### config.mk
export PLATFORM = sky130hd
export DESIGN_NAME = sdram_cmd_arbiter_flat
export DESIGN_NICKNAME = d
export VERILOG_FILES = /design/src/rtl/sdram_cmd_arbiter_if.sv /design/src/rtl/sdram_cmd_arbiter.sv /design/src/flat_wrapper.sv
export SDC_FILE = /design/constraint.sdc
export NUM_CORES = 1
export LEC_CHECK = 0
export CAP_MARGIN = 20
export CELL_PAD_IN_SITES_DETAIL_PLACEMENT = 1
export CELL_PAD_IN_SITES_GLOBAL_PLACEMENT = 2
export CORE_MARGIN = 4
export CORE_UTILIZATION = 21
export DETAILED_ROUTE_END_ITERATION = 10
export GPL_TIMING_DRIVEN = 0
export PLACE_DENSITY_LB_ADDON = 0.1
export REMOVE_ABC_BUFFERS = 1
export SLEW_MARGIN = 5
export SYNTH_ARGS = -nofsm -noshare
export SYNTH_HDL_FRONTEND = slang
export SYNTH_SLANG_ARGS = --single-unit
### constraint.sdc
create_clock -name clk -period 3.1 [get_ports clk]
set_clock_uncertainty 0.2 [all_clocks]
set_input_delay 0.62 -clock clk [delete_from_list [all_inputs] [get_ports clk]]
set_output_delay 0.62 -clock clk [all_outputs]
set_load 0.005 [all_outputs]
### src/rtl/sdram_cmd_arbiter_if.sv
// Handshake and pin bundle between the SDRAM arbiter and its sub-controllers.
// The slave side is the arbiter; the master side drives requests and commands.
interface sdram_cmd_arbiter_if;
    logic        init_done;
    logic [3:0]  init_cmd;
    logic [11:0] init_addr;
    logic        ref_end;
    logic [3:0]  ref_cmd;
    logic        wr_req;
    logic        wr_end;
    logic [3:0]  wr_cmd;
    logic [1:0]  wr_bank;
    logic [11:0] wr_addr;
    logic        rd_req;
    logic        rd_end;
    logic [3:0]  rd_cmd;
    logic [1:0]  rd_bank;
    logic [11:0] rd_addr;
    logic        ref_en;
    logic        wr_en;
    logic        rd_en;
    logic        ref_pend;
    logic        ref_overrun;
    logic [3:0]  sdram_cmd;
    logic [1:0]  sdram_bank;
    logic [11:0] sdram_addr;

    modport slave (
        input  init_done, init_cmd, init_addr,
        input  ref_end, ref_cmd,
        input  wr_req, wr_end, wr_cmd, wr_bank, wr_addr,
        input  rd_req, rd_end, rd_cmd, rd_bank, rd_addr,
        output ref_en, wr_en, rd_en, ref_pend, ref_overrun,
        output sdram_cmd, sdram_bank, sdram_addr
    );

    modport master (
        output init_done, init_cmd, init_addr,
        output ref_end, ref_cmd,
        output wr_req, wr_end, wr_cmd, wr_bank, wr_addr,
        output rd_req, rd_end, rd_cmd, rd_bank, rd_addr,
        input  ref_en, wr_en, rd_en, ref_pend, ref_overrun,
        input  sdram_cmd, sdram_bank, sdram_addr
    );
endinterface

### src/rtl/sdram_cmd_arbiter.sv
// SDRAM port scheduler: init, then refresh > write > read arbitration.
// Owns the refresh interval timer and drives the shared SDRAM pins.
module sdram_cmd_arbiter #(
    parameter int REF_CYCLES = 780,
    parameter int REF_CNT_W  = 10
) (
    input logic clk,
    input logic rst_n,
    sdram_cmd_arbiter_if.slave bus
);
    typedef enum logic [2:0] {
        INIT, ARBIT, AREF, WRITE, READ
    } state_t;

    localparam logic [3:0] NOP = 4'b0111;
    localparam logic [REF_CNT_W-1:0] CNT_LAST =
        REF_CNT_W'(REF_CYCLES - 1);

    state_t               state_q;
    logic [REF_CNT_W-1:0] cnt_q, cnt_d;
    logic                 pend_q, pend_d;
    logic                 ovr_q, ovr_d;
    logic                 expire;
    logic                 enter_aref;

    // Every grant returns to ARBIT, giving one idle cycle between grants.
    always_ff @(posedge clk or negedge rst_n) begin
        if (!rst_n) begin
            state_q <= INIT;
        end else begin
            unique case (state_q)
                INIT:  if (bus.init_done) state_q <= ARBIT;
                ARBIT: begin
                    if (pend_q)          state_q <= AREF;
                    else if (bus.wr_req) state_q <= WRITE;
                    else if (bus.rd_req) state_q <= READ;
                end
                AREF:  if (bus.ref_end) state_q <= ARBIT;
                WRITE: if (bus.wr_end)  state_q <= ARBIT;
                READ:  if (bus.rd_end)  state_q <= ARBIT;
                default: state_q <= INIT;
            endcase
        end
    end

    assign expire     = (state_q != INIT) && (cnt_q == CNT_LAST);
    assign enter_aref = (state_q == ARBIT) && pend_q;

    // Free-running refresh interval; a new expiry beats a same-cycle clear.
    always_comb begin
        cnt_d  = (state_q == INIT || expire) ? '0 : cnt_q + 1'b1;
        pend_d = expire | (pend_q & ~enter_aref);
        ovr_d  = ovr_q | (expire & pend_q);
    end

    // Timer, pending flag and sticky overrun flag.
    always_ff @(posedge clk or negedge rst_n) begin
        if (!rst_n) begin
            cnt_q  <= '0;
            pend_q <= 1'b0;
            ovr_q  <= 1'b0;
        end else begin
            cnt_q  <= cnt_d;
            pend_q <= pend_d;
            ovr_q  <= ovr_d;
        end
    end

    // Pin mux follows the granted owner; NOP while reset is held.
    always_comb begin
        bus.sdram_cmd  = NOP;
        bus.sdram_bank = 2'b00;
        bus.sdram_addr = 12'h000;
        if (rst_n) begin
            unique case (state_q)
                INIT: begin
                    bus.sdram_cmd  = bus.init_cmd;
                    bus.sdram_addr = bus.init_addr;
                end
                AREF: bus.sdram_cmd = bus.ref_cmd;
                WRITE: begin
                    bus.sdram_cmd  = bus.wr_cmd;
                    bus.sdram_bank = bus.wr_bank;
                    bus.sdram_addr = bus.wr_addr;
                end
                READ: begin
                    bus.sdram_cmd  = bus.rd_cmd;
                    bus.sdram_bank = bus.rd_bank;
                    bus.sdram_addr = bus.rd_addr;
                end
                default: ;
            endcase
        end
    end

    assign bus.ref_en      = (state_q == AREF);
    assign bus.wr_en       = (state_q == WRITE);
    assign bus.rd_en       = (state_q == READ);
    assign bus.ref_pend    = pend_q;
    assign bus.ref_overrun = ovr_q;
endmodule

### src/flat_wrapper.sv
// flat-port wrapper written by rule: the top's interface ports become plain ports
module sdram_cmd_arbiter_flat 
#(
    parameter int REF_CYCLES = 780,
    parameter int REF_CNT_W  = 10
)
  (clk, rst_n, bus_init_done, bus_init_cmd, bus_init_addr, bus_ref_end, bus_ref_cmd, bus_wr_req, bus_wr_end, bus_wr_cmd, bus_wr_bank, bus_wr_addr, bus_rd_req, bus_rd_end, bus_rd_cmd, bus_rd_bank, bus_rd_addr, bus_ref_en, bus_wr_en, bus_rd_en, bus_ref_pend, bus_ref_overrun, bus_sdram_cmd, bus_sdram_bank, bus_sdram_addr);
  sdram_cmd_arbiter_if bus_i ();
  input logic clk;
  input logic rst_n;
  input wire logic [$bits(bus_i.init_done)-1:0] bus_init_done;
  input wire logic [$bits(bus_i.init_cmd)-1:0] bus_init_cmd;
  input wire logic [$bits(bus_i.init_addr)-1:0] bus_init_addr;
  input wire logic [$bits(bus_i.ref_end)-1:0] bus_ref_end;
  input wire logic [$bits(bus_i.ref_cmd)-1:0] bus_ref_cmd;
  input wire logic [$bits(bus_i.wr_req)-1:0] bus_wr_req;
  input wire logic [$bits(bus_i.wr_end)-1:0] bus_wr_end;
  input wire logic [$bits(bus_i.wr_cmd)-1:0] bus_wr_cmd;
  input wire logic [$bits(bus_i.wr_bank)-1:0] bus_wr_bank;
  input wire logic [$bits(bus_i.wr_addr)-1:0] bus_wr_addr;
  input wire logic [$bits(bus_i.rd_req)-1:0] bus_rd_req;
  input wire logic [$bits(bus_i.rd_end)-1:0] bus_rd_end;
  input wire logic [$bits(bus_i.rd_cmd)-1:0] bus_rd_cmd;
  input wire logic [$bits(bus_i.rd_bank)-1:0] bus_rd_bank;
  input wire logic [$bits(bus_i.rd_addr)-1:0] bus_rd_addr;
  output wire logic [$bits(bus_i.ref_en)-1:0] bus_ref_en;
  output wire logic [$bits(bus_i.wr_en)-1:0] bus_wr_en;
  output wire logic [$bits(bus_i.rd_en)-1:0] bus_rd_en;
  output wire logic [$bits(bus_i.ref_pend)-1:0] bus_ref_pend;
  output wire logic [$bits(bus_i.ref_overrun)-1:0] bus_ref_overrun;
  output wire logic [$bits(bus_i.sdram_cmd)-1:0] bus_sdram_cmd;
  output wire logic [$bits(bus_i.sdram_bank)-1:0] bus_sdram_bank;
  output wire logic [$bits(bus_i.sdram_addr)-1:0] bus_sdram_addr;
  assign bus_i.init_done = bus_init_done;
  assign bus_i.init_cmd = bus_init_cmd;
  assign bus_i.init_addr = bus_init_addr;
  assign bus_i.ref_end = bus_ref_end;
  assign bus_i.ref_cmd = bus_ref_cmd;
  assign bus_i.wr_req = bus_wr_req;
  assign bus_i.wr_end = bus_wr_end;
  assign bus_i.wr_cmd = bus_wr_cmd;
  assign bus_i.wr_bank = bus_wr_bank;
  assign bus_i.wr_addr = bus_wr_addr;
  assign bus_i.rd_req = bus_rd_req;
  assign bus_i.rd_end = bus_rd_end;
  assign bus_i.rd_cmd = bus_rd_cmd;
  assign bus_i.rd_bank = bus_rd_bank;
  assign bus_i.rd_addr = bus_rd_addr;
  assign bus_ref_en = bus_i.ref_en;
  assign bus_wr_en = bus_i.wr_en;
  assign bus_rd_en = bus_i.rd_en;
  assign bus_ref_pend = bus_i.ref_pend;
  assign bus_ref_overrun = bus_i.ref_overrun;
  assign bus_sdram_cmd = bus_i.sdram_cmd;
  assign bus_sdram_bank = bus_i.sdram_bank;
  assign bus_sdram_addr = bus_i.sdram_addr;
  sdram_cmd_arbiter #(.REF_CYCLES(REF_CYCLES), .REF_CNT_W(REF_CNT_W)) u_core (.clk(clk), .rst_n(rst_n), .bus(bus_i));
endmodule
Word-level counts from Yosys, hierarchy flattened
Cells that the tools add are included.

Register bits: 15. Output and inout bits: 23.

Add/subtract/negate cells: 1. Equal/unequal tests: 10. Multiplexer cells: 15. Bitwise gates (word level): 5. Reduce and logical (&&, ||, !) cells: 6.

Operator list (count): case mux 12 bit (3 select lines) (1); two-way mux 3 bit (7); case mux 4 bit (4 select lines) (1); case mux 3 bit (5 select lines) (1); two-way mux 12 bit (1); adder 10 x 1 -> 10 bit, second input constant (1); == test 10 bit, second input constant (1); two-way mux 10 bit (1); inequality test 2 bit, second input constant (4); == test 3 x 2 -> 1 bit, second input constant (2); AND reduction 5 bit (1); two-way mux 4 bit (1); inequality test 4 x 3 -> 1 bit, second input constant (1); case mux 2 bit (2 select lines) (1); == test 3 x 1 -> 1 bit, second input constant (1); == test 3 bit, second input constant (1); zero test 3 bit (1); nonzero test 3 bit (1); bitwise AND 1 bit (2); logical AND 1 bit (2); two-way mux 2 bit (1); bitwise OR 1 bit (2); logical OR 1 bit (1); inverter 1 bit (1).

Longest topological paths before layout
Gate-level depths: netlist of run 1.

Word-level depth: 5. Depth in mapped cells: 5.

Worst setup path after synthesis of run 1
OpenSTA, ideal clock, no wires.

Path kind: reg2out. Start point: register u_core.state_q[0]. End point: output port bus_sdram_addr[10]. Arrival time: 1.258 ns. Setup slack: 1.022 ns. Cell stages (with the launch flop): 5. Cells stage by stage: dfrtp_1 -> buf_6 -> or3b_1 -> a21o_1 -> a21oi_1.

Word-level cells in the longest chain between the ends: 3.

Ends and longest elaborated chain: from (decl) (line sdram_cmd_arbiter.sv:19) `state_t state_q;`; from (signal assigned) (line sdram_cmd_arbiter.sv:29) `state_q <= INIT;`; from (signal assigned) (line sdram_cmd_arbiter.sv:32) `INIT: if (bus.init_done) state_q <= ARBIT;`; from (signal assigned) (line sdram_cmd_arbiter.sv:34) `if (pend_q) state_q <= AREF;`; == test 3 bit, or another cell as far along (line sdram_cmd_arbiter.sv:75) `unique case (state_q)`; case mux 12 bit (3 select lines) * (line sdram_cmd_arbiter.sv:75); two-way mux 12 bit * (line sdram_cmd_arbiter.sv:74) `if (rst_n) begin`; to (decl) (line flat_wrapper.sv:33) `output wire logic [$bits(bus_i.sdram_addr)-1:0] bus_sdram_addr;`.

Mark *: on every way between the ends. The rest lies on a longest branch, timed or not.

Final worst setup path of run 1
Start point: input port bus_init_addr[6]. End point: output port bus_sdram_addr[6].

Word-level cells in the longest chain between the ends: 2.

Ends and longest elaborated chain: from (decl) (line flat_wrapper.sv:13) `input wire logic [$bits(bus_i.init_addr)-1:0] bus_init_addr;`; case mux 12 bit (3 select lines) (line sdram_cmd_arbiter.sv:75); two-way mux 12 bit (line sdram_cmd_arbiter.sv:74).

Every way passes these cells.

==> results of run 1 <==
[metal layers]
metal  up-vias  global-route usage  wire [microns]
li1        821                   -               -
met1       747               0.178            2500
met2        40               0.211            2640
met3         4              0.0182             200
met4         0              0.0364              49
met5         -                   0               0
[power by group through the flow]
stage               combinational, mW  clock (mW)  sequential, mW
detailed placement              0.797           0           0.388
finish                          0.863       0.156           0.360
floorplan                       0.377           0           0.381
CTS                             0.819       0.166           0.393
global route                    0.964       0.177           0.377
global placement                0.650           0           0.455
[state kept, by name (all words and copies together) (netlist names)]
register,flops
u_core.bus.ref_pend,1
u_core.state_q,3
u_core.cnt_q,10
u_core.bus.ref_overrun,1
[worst min path at each step]
stage	slack [ps]	to	cells past startpoint
2_1_floorplan	120	u_core.bus.ref_overrun	0
3_3_place_gp	250	u_core.bus.ref_overrun	1
3_5_place_dp	260	u_core.bus.ref_overrun	1
4_1_cts	260	u_core.cnt_q[3]	1
5_1_grt	270	u_core.cnt_q[9]	1
6_report	240	u_core.cnt_q[3]	1
[worst max-delay path: stages]
cell and delay [ps]:
clkdlybuf4s50_1 450, or3b_1 340, a21o_1 180, a21oi_1 120, clkdlybuf4s50_1 510
[metrics by stage]
step | instance area, sq um | setup TNS (ps) | setup slack (ps)
2_1_floorplan | 1360 | 0 | 626
3_3_place_gp | 2320 | -13550 | -928
3_5_place_dp | 2380 | -13820 | -949
4_1_cts | 2470 | 0 | 12.6
5_1_grt | 2540 | 0 | 7.84
6_report | 2540 | 0 | 58.5
[repair_timing]
| item | CTS | global route |
|---|---|---|
| setup endpoints to repair | 19 | 17 |
| buffers inserted | 4 | 2 |
| pin swaps | 0 | 0 |
| resized for setup | 9 | 13 |
[layout make-up]
type	instances	share of cell area
tap	80	0.0395
sequential	15	0.151
inverter	3	0.00444
multi-input combinational	146	0.391
timing repair buffer	94	0.396
clock buffer	4	0.0178
[logic make-up (layout without fill, tap and decap cells)]
group | after synthesis | in the layout | share of synthesized area
adder cells (fa/ha/maj) | 1 | 1 | 0.00863
buffers and inverters | 17 | 101 | 0.0682
AO/OA/AOI/OAI | 54 | 54 | 0.250
AND/OR/NAND/NOR | 85 | 85 | 0.374
XOR/XNOR | 3 | 3 | 0.0181
flip-flops | 15 | 15 | 0.259
multiplexers | 3 | 3 | 0.0224
[cells in the final DEF (no fill, tap or decap), types with 2 or more instances in the layout]
cell type         n
clkdlybuf4s50_1  75
nand2_1          20
a21oi_1          18
nand3_1          17
a21o_1           13
or3b_1           12
dfrtp_1          12
nor2_1           10
dlymetal6s2s_1   10
o21ai_0           6
a22oi_1           5
nor2b_1           4
buf_4             4
or3_1             3
inv_1             3
nand4_1           3
clkbuf_8          3
or3_2             2
or3_4             2
xor2_1            2
mux2_2            2
a21boi_0          2
o31ai_1           2
buf_16            2
dfrtp_4           2
==> impl_metrics.tcl, run 1 <==
set metrics [dict create \
    grt_antenna_before_repair 0 \
    drc 0 \
    syn-instance-count 178 \
    cp-start-kind "input pin" \
    p_leak_nw 1.10 \
    cts.clk_slew.worst_paths_ps 60 \
    rrSetupSlack_ps 1260 \
    multi_input_area_sq_um 992 \
    synth_most_common_cell "nand2_1" \
    vias 1612 \
    avgSynthCellArea_sq_um 8.15 \
    power_density_nw_per_um2 544 \
    grt_setup_unrepaired "no" \
    synth.cells.most_frequent "nand2_1 (20), a21oi_1 (18), nand3_1 (17)" \
    p_int_uw 822 \
    r2r_cells 4 \
    grt_overflow_total 0 \
    place_congestion 0.669 \
    synth-seq-cells 15 \
    crit_required_ps 2280 \
    regToRegEndpoint "u_core.cnt_q[3]" \
    cts_made_buffers 3 \
    post_drt_wl_per_cell_microns 15.7 \
    start_util 0.215 \
    synth_top_area_frac 0.259 \
    drtIter0Drc 26 \
    ys_top_cells_by_area "dfrtp_1 (26%), or3b_1 (7.2%), a21o_1 (6.7%)" \
    period_needed_ps 3040 \
    ys_seq_area_frac 0.259 \
    dp.cells 332 \
    synth_cell_types 46 \
    clock-sinks 15 \
    fin_nets 328 \
    ys.flop_type "dfrtp_1" \
    port-buffer-count 86 \
    tightest_slew_ps 525 \
    fin_cells 342 \
    status "finished, final reports clean" \
    synth-edff-count 0 \
    timing.rr.start "u_core.cnt_q[0]" \
    cts_hold_buf 0 \
    grt_max_degree 28 \
    core_sq_um 6760 \
    cp_max_fo 1 \
    clock_path_buffers 2 \
    p_sw_uw 556 \
    peakVddDrop_mv 0.297 \
    p_comb_frac 0.626 \
    first_global_vias 1651 \
    clock_power_share 0.113 \
    fillCellCount 791 \
    slew_headroom 0.650 \
    track_usage 0.130 \
    rows 30 \
    synthArstFlopShare 1.00 \
    via_per_inst 4.71 \
    die_area_sq_um 8300 \
    die_w_microns 91.1 \
    cts_tree "yes" \
    setup_viol 0 \
    drt-pass1-iter-count 2 \
    path_class "input pin to output pin" \
    wirelength_mm 5.39 \
    clk_latency_ps 240 \
    drv_slew 0 \
    max_freq_mhz 329 \
    hold_path_class "input pin to asynchronous set/reset pin" \
    root_buffer "clkbuf_8" \
    antennaDiodeCount 0 \
    swShare 0.404 \
    end_kind "output pin" \
    endpoint "bus_sdram_addr[6]" \
    synth_largest_area_cell "dfrtp_1" \
    grt_pass1_wl_mm 8.81 \
    synth_area_sq_um 1450 \
    drv_cap 0 \
    period_share 0.981 \
    cp.arrival_ps 2220 \
    fin_hold_ws_ps 239 \
    drive_gt1_frac 0.118 \
    ys_warn_count 0 \
    dp_hpwl_mm 3.91 \
    final_util 0.375 \
    die_y_microns 91.1 \
    hold_viol 0 \
    ant_nets 0 \
    ios 87 \
    seqCellArea_sq_um 384 \
    ctsHtreeMaxLevel 1 \
    p_total_mw 1.38 \
    p_seq_frac 0.261 \
    worstSetupStartpoint "bus_init_addr[6]" \
    area_delta_synth_final_pct 74.9 \
]
No activity file was read; power rests on OpenSTA's default activity.
==> inputs of run 2 (changes only) <==
- CORE_MARGIN: 4 -> 1
==> run 2 against run 1 <==
Against the previous run:
- critical path depth unchanged
- utilization up 1.2 points
- first-iteration DRC count is 27% lower
- global-route usage grew 1.5 points
- worst setup slack got worse by 5.0 ps
- sequential share of layout area up 0.14 points
- maximum frequency decreased by 0.16%
==> impl_metrics.tcl, run 2 (synthesis results as in run 1) <==
set metrics [dict create \
    dp_hpwl_mm 3.82 \
    grt_overflow_total 0 \
    final_cell_mix "clkdlybuf4s50_1 (75), nand2_1 (20), a21oi_1 (18)" \
    p_int_uw 799 \
    end_kind "output pin" \
    cp_max_fo 1 \
    ctsHtreeMaxLevel 1 \
    hold_path_class "input pin to asynchronous set/reset pin" \
    ant_nets 0 \
    path_common_cell "clkdlybuf4s50_1" \
    antennaDiodeCount 0 \
    period_needed_ps 3050 \
    largest_reg_flops 10 \
    fillCellCount 758 \
    cts.clk_slew.worst_paths_ps 60 \
    die_area_sq_um 7240 \
    power_density_nw_per_um2 541 \
    core_sq_um 6490 \
    slowest_stage "clkdlybuf4s50_1" \
    setup_ws_ps 53.5 \
    pre_cts_ws_ps -1010 \
    max_freq_mhz 328 \
    path_class "input pin to output pin" \
    vias 1676 \
    port-buffer-count 86 \
    drc 0 \
    cts_made_buffers 3 \
    fin_area_sq_um 2510 \
    fin_hold_ws_ps 247 \
    via_per_inst 4.91 \
    p_comb_frac 0.620 \
    swShare 0.413 \
    drt-pass1-iter-count 4 \
    status "finished, final reports clean" \
    clock_path_buffers 2 \
    cp.arrival_ps 2230 \
    root_buffer "clkbuf_8" \
    clock-sinks 15 \
    drv_slew 0 \
    post_drt_wl_per_cell_microns 15.4 \
    final_common_cell "clkdlybuf4s50_1" \
    setup_viol 0 \
    grt_max_degree 28 \
    clk_latency_ps 250 \
    die_y_microns 85.1 \
    die_w_microns 85.1 \
    period_share 0.983 \
    cpPeakStageDelay_ps 530 \
    first_global_vias 1657 \
    p_seq_frac 0.263 \
    drive_gt1_frac 0.121 \
    dpl_cell_area_sq_um 2360 \
    drtIter0Drc 19 \
    fin_cells 341 \
    top_regs "u_core.cnt_q (10), u_core.state_q (3)" \
    slew_headroom 0.629 \
    regMostFlops "u_core.cnt_q" \
    place_congestion 0.699 \
    p_total_mw 1.36 \
    seqCellArea_sq_um 384 \
    multi_input_area_sq_um 987 \
    start_util 0.223 \
    clock_power_share 0.118 \
    tightest_slew_ps 556 \
    p_leak_nw 1.10 \
    rows 29 \
    drv_cap 0 \
    wirelength_mm 5.25 \
    grt_setup_unrepaired "no" \
    cp-start-kind "input pin" \
    peakVddDrop_mv 0.313 \
    dp.cells 329 \
    grt_antenna_before_repair 0 \
    track_usage 0.145 \
    hold_viol 0 \
    area_delta_synth_final_pct 73.3 \
    fin_nets 330 \
    cp_cell_sequence "clkdlybuf4s50_1, or3b_1, a21o_1, a21oi_1, clkdlybuf4s50_1" \
    crit_required_ps 2280 \
    p_sw_uw 561 \
    ios 87 \
    grt_pass1_wl_mm 8.40 \
    cts_tree "yes" \
]
[run 2: cell count changes in the layout (fill, tap and decap cells not counted), sizes merged]
cell	delta
buf	+2
[run 2: layer usage]
metal  global-route usage  wire, microns  part of all wire  vias up
met2                0.257           2580              0.49       55
met4              0.00462              0                 0        0
met5                    0              0                 0        -
met3               0.0311            302             0.058        0
li1                     -              -                 -      828
met1                0.190           2360              0.45      793
[run 2: final timing paths]
check	from	end	slack [ps]	depth (start not counted)
min reg2reg	u_core.bus.ref_overrun	u_core.bus.ref_overrun	260	1
min	rst_n	u_core.cnt_q[8]	250	1
min in group clk	u_core.bus.ref_overrun	u_core.bus.ref_overrun	260	1
max	bus_init_addr[10]	bus_sdram_addr[10]	50	5
max in group asynchronous	rst_n	u_core.state_q[1]	2030	1
max reg2reg	u_core.cnt_q[0]	u_core.cnt_q[2]	1260	4
[run 2: repair_timing]
action | 4_1_cts | 5_1_grt
setup endpoints to repair | 20 | 17
setup buffers | 4 | 4
gates resized for setup | 8 | 12
pin swaps | 0 | 1
hold buffers | 0 | 0
[run 2: layout make-up]
type / instances / share of cell area
clock buffer: 4 / 0.0179
sequential: 15 / 0.153
tap: 77 / 0.0383
multi-input combinational: 146 / 0.393
inverter: 3 / 0.00448
timing repair buffer: 96 / 0.394
[run 2: power groups by stage]
stage	Sequential (mW)	Combinational (mW)	Clock [mW]
2_1_floorplan	0.381	0.377	0
3_3_place_gp	0.454	0.650	0
3_5_place_dp	0.386	0.781	0
4_1_cts	0.386	0.802	0.165
5_1_grt	0.371	0.943	0.175
6_report	0.357	0.843	0.160
[run 2: worst max-delay path, delay by kind of cell]
| family | cells | cell delay, ps |
|---|---|---|
| buffers and inverters | 2 | 970 |
| AOI/OAI and AO/OA | 2 | 300 |
| and+or+nand+nor | 1 | 340 |
[run 2: metrics by stage]
stage,utilization,setup TNS [ps]
final,0.387,0
after global routing,0.387,0
after CTS,0.378,0
after detailed placement,0.364,-13990
after global placement,0.357,-13610
after floorplan,-,0
